### src/rtl/mips_lite_pkg.sv
// Shared MIPS-lite definitions: fetch FSM state encoding, reset PC and instruction width.
package mips_lite_pkg;

  localparam int unsigned INSTR_W = 32;
  localparam logic [INSTR_W-1:0] RESET_PC = 32'h0000_3000;

  typedef enum logic [2:0] {
    ST_IDLE  = 3'd0,
    ST_REQ   = 3'd1,
    ST_WAIT  = 3'd2,
    ST_HOLD  = 3'd3,
    ST_FAULT = 3'd4
  } fetch_state_e;

endpackage

### src/rtl/pc_fetch_if.sv
// Fetch-side bus bundle: imem request/response, decode handshake, next-PC loop and status.
interface pc_fetch_if;

  logic [mips_lite_pkg::INSTR_W-1:0] npc;
  logic [mips_lite_pkg::INSTR_W-1:0] pc;
  logic                              imem_req_valid;
  logic [mips_lite_pkg::INSTR_W-1:0] imem_req_addr;
  logic                              imem_req_ready;
  logic                              imem_rsp_valid;
  logic [mips_lite_pkg::INSTR_W-1:0] imem_rsp_data;
  logic [mips_lite_pkg::INSTR_W-1:0] instr;
  logic                              instr_valid;
  logic                              instr_ready;
  logic                              fetch_fault;
  logic [mips_lite_pkg::INSTR_W-1:0] instret;

  modport master (
    input  npc, imem_req_ready, imem_rsp_valid, imem_rsp_data, instr_ready,
    output pc, imem_req_valid, imem_req_addr, instr, instr_valid, fetch_fault, instret
  );

  modport slave (
    output npc, imem_req_ready, imem_rsp_valid, imem_rsp_data, instr_ready,
    input  pc, imem_req_valid, imem_req_addr, instr, instr_valid, fetch_fault, instret
  );

endinterface

### src/rtl/pc_fetch.sv
// MIPS-lite fetch front end: PC register, single-outstanding imem read, instruction buffer.
// PC_FETCH_ALIGN_CHECK_EN: a misaligned npc on accept traps into a sticky FAULT state.
module pc_fetch
  import mips_lite_pkg::*;
#(
  parameter logic [INSTR_W-1:0] RESET_PC = mips_lite_pkg::RESET_PC
) (
  input logic        clk,
  input logic        rst_n,
  pc_fetch_if.master bus
);

  // state | meaning
  // IDLE  | one cycle after reset before the first request
  // REQ   | request at pc presented, waiting for imem_req_ready
  // WAIT  | request accepted, waiting for the response pulse
  // HOLD  | instr valid for decode, waiting for instr_ready
  // FAULT | misaligned npc seen, terminal until reset

  fetch_state_e       r_state;
  fetch_state_e       w_state_nxt;
  logic [INSTR_W-1:0] r_pc;
  logic [INSTR_W-1:0] r_instr;
  logic [INSTR_W-1:0] r_instret;
  logic [INSTR_W-1:0] w_pc_nxt;
  logic               w_capture;
  logic               w_retire;

  assign w_pc_nxt = bus.npc & ~(INSTR_W'(3));

  always_ff @(posedge clk or negedge rst_n) begin
    if (!rst_n) begin
      r_state <= ST_IDLE;
    end else begin
      r_state <= w_state_nxt;
    end
  end

  always_comb begin
    w_state_nxt = r_state;
    w_capture   = 1'b0;
    w_retire    = 1'b0;
    case (r_state)
      ST_IDLE: w_state_nxt = ST_REQ;
      ST_REQ: begin
        if (bus.imem_req_ready) w_state_nxt = ST_WAIT;
      end
      ST_WAIT: begin
        if (bus.imem_rsp_valid) begin
          w_capture   = 1'b1;
          w_state_nxt = ST_HOLD;
        end
      end
      ST_HOLD: begin
        if (bus.instr_ready) begin
`ifdef PC_FETCH_ALIGN_CHECK_EN
          if (bus.npc[1:0] != 2'b00) begin
            w_state_nxt = ST_FAULT;
          end else begin
            w_retire    = 1'b1;
            w_state_nxt = ST_REQ;
          end
`else
          w_retire    = 1'b1;
          w_state_nxt = ST_REQ;
`endif
        end
      end
`ifdef PC_FETCH_ALIGN_CHECK_EN
      ST_FAULT: w_state_nxt = ST_FAULT;
`endif
      default: w_state_nxt = ST_IDLE;
    endcase
  end

  always_ff @(posedge clk or negedge rst_n) begin
    if (!rst_n) begin
      r_pc      <= RESET_PC;
      r_instr   <= '0;
      r_instret <= '0;
    end else begin
      if (w_capture) r_instr <= bus.imem_rsp_data;
      if (w_retire) begin
        r_pc      <= w_pc_nxt;
        r_instret <= r_instret + INSTR_W'(1);
      end
    end
  end

  // every output comes straight from a register, never from an input
  assign bus.pc             = r_pc;
  assign bus.imem_req_addr  = r_pc;
  assign bus.imem_req_valid = (r_state == ST_REQ);
  assign bus.instr          = r_instr;
  assign bus.instr_valid    = (r_state == ST_HOLD);
  assign bus.instret        = r_instret;
`ifdef PC_FETCH_ALIGN_CHECK_EN
  assign bus.fetch_fault    = (r_state == ST_FAULT);
`else
  assign bus.fetch_fault    = 1'b0;
`endif

endmodule

### src/flat_wrapper.sv
// flat-port wrapper written by rule: the top's interface ports become plain ports
module pc_fetch_flat import mips_lite_pkg::*;
#(
  parameter logic [INSTR_W-1:0] RESET_PC = mips_lite_pkg::RESET_PC
)
  (clk, rst_n, bus_npc, bus_imem_req_ready, bus_imem_rsp_valid, bus_imem_rsp_data, bus_instr_ready, bus_pc, bus_imem_req_valid, bus_imem_req_addr, bus_instr, bus_instr_valid, bus_fetch_fault, bus_instret);
  pc_fetch_if bus_i ();
  input logic clk;
  input logic rst_n;
  input wire logic [$bits(bus_i.npc)-1:0] bus_npc;
  input wire logic [$bits(bus_i.imem_req_ready)-1:0] bus_imem_req_ready;
  input wire logic [$bits(bus_i.imem_rsp_valid)-1:0] bus_imem_rsp_valid;
  input wire logic [$bits(bus_i.imem_rsp_data)-1:0] bus_imem_rsp_data;
  input wire logic [$bits(bus_i.instr_ready)-1:0] bus_instr_ready;
  output wire logic [$bits(bus_i.pc)-1:0] bus_pc;
  output wire logic [$bits(bus_i.imem_req_valid)-1:0] bus_imem_req_valid;
  output wire logic [$bits(bus_i.imem_req_addr)-1:0] bus_imem_req_addr;
  output wire logic [$bits(bus_i.instr)-1:0] bus_instr;
  output wire logic [$bits(bus_i.instr_valid)-1:0] bus_instr_valid;
  output wire logic [$bits(bus_i.fetch_fault)-1:0] bus_fetch_fault;
  output wire logic [$bits(bus_i.instret)-1:0] bus_instret;
  assign bus_i.npc = bus_npc;
  assign bus_i.imem_req_ready = bus_imem_req_ready;
  assign bus_i.imem_rsp_valid = bus_imem_rsp_valid;
  assign bus_i.imem_rsp_data = bus_imem_rsp_data;
  assign bus_i.instr_ready = bus_instr_ready;
  assign bus_pc = bus_i.pc;
  assign bus_imem_req_valid = bus_i.imem_req_valid;
  assign bus_imem_req_addr = bus_i.imem_req_addr;
  assign bus_instr = bus_i.instr;
  assign bus_instr_valid = bus_i.instr_valid;
  assign bus_fetch_fault = bus_i.fetch_fault;
  assign bus_instret = bus_i.instret;
  pc_fetch #(.RESET_PC(RESET_PC)) u_core (.clk(clk), .rst_n(rst_n), .bus(bus_i));
endmodule
### config.mk
export PLATFORM = sky130hd
export DESIGN_NAME = pc_fetch_flat
export DESIGN_NICKNAME = d
export VERILOG_FILES = /design/src/rtl/mips_lite_pkg.sv /design/src/rtl/pc_fetch_if.sv /design/src/rtl/pc_fetch.sv /design/src/flat_wrapper.sv
export SDC_FILE = /design/constraint.sdc
export NUM_CORES = 1
export LEC_CHECK = 0
export ABC_AREA = 1
export CAP_MARGIN = 25
export CORE_UTILIZATION = 42
export DETAILED_ROUTE_END_ITERATION = 7
export GPL_ROUTABILITY_DRIVEN = 0
export PLACE_DENSITY_LB_ADDON = 0.12
export SLEW_MARGIN = 20
export SYNTH_ARGS = -nofsm -noshare
export SYNTH_HDL_FRONTEND = slang
export SYNTH_SLANG_ARGS = --single-unit
### constraint.sdc
create_clock -name clk -period 1.66 [get_ports clk]
set_clock_uncertainty 0.05 [all_clocks]
set_input_delay 0.332 -clock clk [delete_from_list [all_inputs] [get_ports clk]]
set_output_delay 0.332 -clock clk [all_outputs]
set_load 0.01 [all_outputs]
==> flow_summary.yaml <==
grt:
  grtUsageTotal: 0.2189
  grt_start_max_net_pins: 35
  overflow: 0
  grt_pass1_wl_mm: 18.87
  antenna_found_initial: 0
  grt_pass1_vias: 3792
sta:
  period_minus_slack_ps: 1618
  hold_ws_ps: 410.2
  rsz0062_at_grt: "yes"
  maxClockFrequency_mhz: 617.9
  hold_violations: 0
  fin_crit_sh: 0.9749
  setup_viol: 0
  drv_slew: 0
cells_and_area:
  multi_input_area_um2: 1705
  seq_area_um2: 2415
  drive_gt1_frac: 0.1971
  postLayoutCoreUtil: 0.6733
  diodes: 0
  final_cell_mix: "nand2_1, dlygate4sd2_1, dfrtp_1"
  mostFrequentLayoutCell: "nand2_1"
  n_fill_cell: 877
  fin_cells: 826
  areaGrowthSynthToFinish_pct: 55.30
  nNetsFinal: 758
cts:
  cts_buffers: 9
  cts_tree: "yes"
  cts_root_buf: "clkbuf_8"
  clock_path_buffers: 2
  htreeDepth: 3
  clk-insertion-delay-late_ps: 360
  clkTransAtPathRegs_ps: 90
  cts.sink_count: 96
detailed_routing:
  drtAntennaViolNets: 0
  wire_per_inst_um: 14.40
  avgViaCountPerCell: 4.753
  drc_errors: 0
  drtIter0Drc: 149
  routed-via-count: 3926
  wirelength_mm: 11.89
  drt_first_pass_iters: 4
floorplanning:
  fp.coreArea_um2: 10320
  dieHeight_um: 105.2
  rows: 37
  initial_core_util: 0.4335
  num_io_pins: 200
  fp.dieW_um: 105.2
  fp.dieArea_um2: 11070
yosys:
  yosys_warnings: 0
  syn_inst: 470
  ys_types: 27
  avgSynthCellArea_um2: 9.522
  synth-simple-area-share: 0.2312
  synth_compound_area_frac: 0.005871
  synth_edf_count: 0
  synthArstFlopShare: 1.000
  synth_top_family_by_area: "simple AND/OR/NAND/NOR gates"
  ys.flop_type: "dfrtp_1"
  synth_seq_cells: 96
  syn_area_um2: 4476
  synthAdderAreaFrac: 0.01118
  ys_seq_area_frac: 0.5373
  yosys.area_share.xor_xnor: 0.04305
  synth_mux_area_frac: 0.08051
placed_design:
  place_inst: 780
  portBuffers: 192
  dp_hpwl_mm: 8.561
setup_path:
  crit_path_end_kind: "output port"
  path_buf_inv: 1
  ff2ff_path_depth: 8
  crit_cells: 1
  critPathArrivalTime_ps: 1240
  cp_slowest_stage_delay_ps: 530
  cp-start-kind: "register"
  crit_fanout: 2
  crit_slowest_cell: "clkdlybuf4s50_1"
  critPathTopFamily: "buffers and inverters"
  critPathKind: "register to output port"
  required_ps: 1280
  crit_chain: "clkdlybuf4s50_1"
status:
  status: "complete, no violations"
run:
  drv_cap: 0
power:
  p_per_area_nw_per_um2: 1385
  power_mw: 9.629
  leakagePower_nw: 3.811
  ir_drop_v: 0.0006850
hold_path:
  min_path_type: "input port to async pin"
layer usage:
layer	share of wire	routed length [um]	GRT usage	vias to the layer above
met3	0.059	704	0.03649	11
li1	-	-	-	1874
met2	0.50	5986	0.3910	148
met4	0.013	154	0.07545	0
met5	0	0	0	-
met1	0.42	5049	0.2664	1893
synth_stat cells, types with 2 or more instances:
cell type,n,area share
ha_1,4,0.011
inv_2,2,0.0017
dfrtp_1,94,0.53
nor2_2,4,0.0056
xnor2_1,11,0.022
nor3_1,6,0.0067
nand3b_1,3,0.0050
nor2_1,32,0.027
dfstp_2,2,0.012
buf_4,35,0.059
nand2_1,160,0.13
inv_1,24,0.020
nand4_1,11,0.015
buf_2,4,0.0045
xor2_1,11,0.022
nor2_4,5,0.013
mux2_2,32,0.081
nand2_2,8,0.011
buf_1,5,0.0042
o21ai_0,2,0.0022
nand3_1,9,0.010
path summary, 6_finish.rpt:
kind                                                endpoint                          from  slack, ps
worst min-delay path                    u_core.bus.instr[18]                         rst_n        410
worst max-delay path                           bus_instr[21]          u_core.bus.instr[21]         40
min in group clk                u_core.bus.imem_req_addr[12]                   bus_npc[12]        430
worst min register to register  u_core.bus.imem_req_addr[12]  u_core.bus.imem_req_addr[12]        440
max in group asynchronous             u_core.bus.instret[22]                         rst_n        580
worst max register to register        u_core.bus.instret[14]             u_core.r_state[0]         90
cell families (layout without fill, tap and decap cells):
logic type               Yosys count  in the layout
adder cells (fa/ha/maj)            4              4
AND/OR/NAND/NOR                  240            240
other                              1              5
multiplexers                      32             32
XOR/XNOR                          22             22
flip-flops                        96             96
buffers and inverters             71            287
AO/OA/AOI/OAI                      4              4
where the power goes:
group          switching [mW]  leakage [nW]  total [mW]  internal, mW
Combinational            1.93          2.49        4.17          2.24
Clock                   0.817         0.116        1.81         0.997
Sequential              0.467          1.20        3.64          3.18
flip-flops by register name, summed over array words and instances (netlist names):
| register | cells |
|---|---|
| u_core.bus.imem_req_addr | 30 |
| u_core.bus.instr | 32 |
| u_core.bus.instret | 32 |
| u_core.r_state | 2 |
final cells by class:
class / count / area share
clock buffer: 10 / 0.01836
sequential: 96 / 0.3474
tap: 136 / 0.02448
clock inverter: 6 / 0.01548
multi-input combinational: 307 / 0.2454
timing repair buffer: 245 / 0.3348
inverter: 26 / 0.01404
what timing repair did:
action,4_1_cts,5_1_grt
endpoints found under the hold margin,27,0
gates resized for setup,105,38
endpoints found under the setup margin,103,86
cloned,0,1
hold buffers,1,0
buffers inserted,28,0
per-stage QoR:
stage | setup TNS, ps | setup slack [ps] | cell area, um^2
4_1_cts | -17.61 | -9.769 | 6840
5_1_grt | -36.96 | -18.76 | 6950
3_3_place_gp | -3425 | -210.8 | 6485
2_1_floorplan | 0 | 97.60 | 4491
3_5_place_dp | -4837 | -245.4 | 6485
6_report | 0 | 41.59 | 6950
Note: power is estimated with default switching activity, not from simulation.
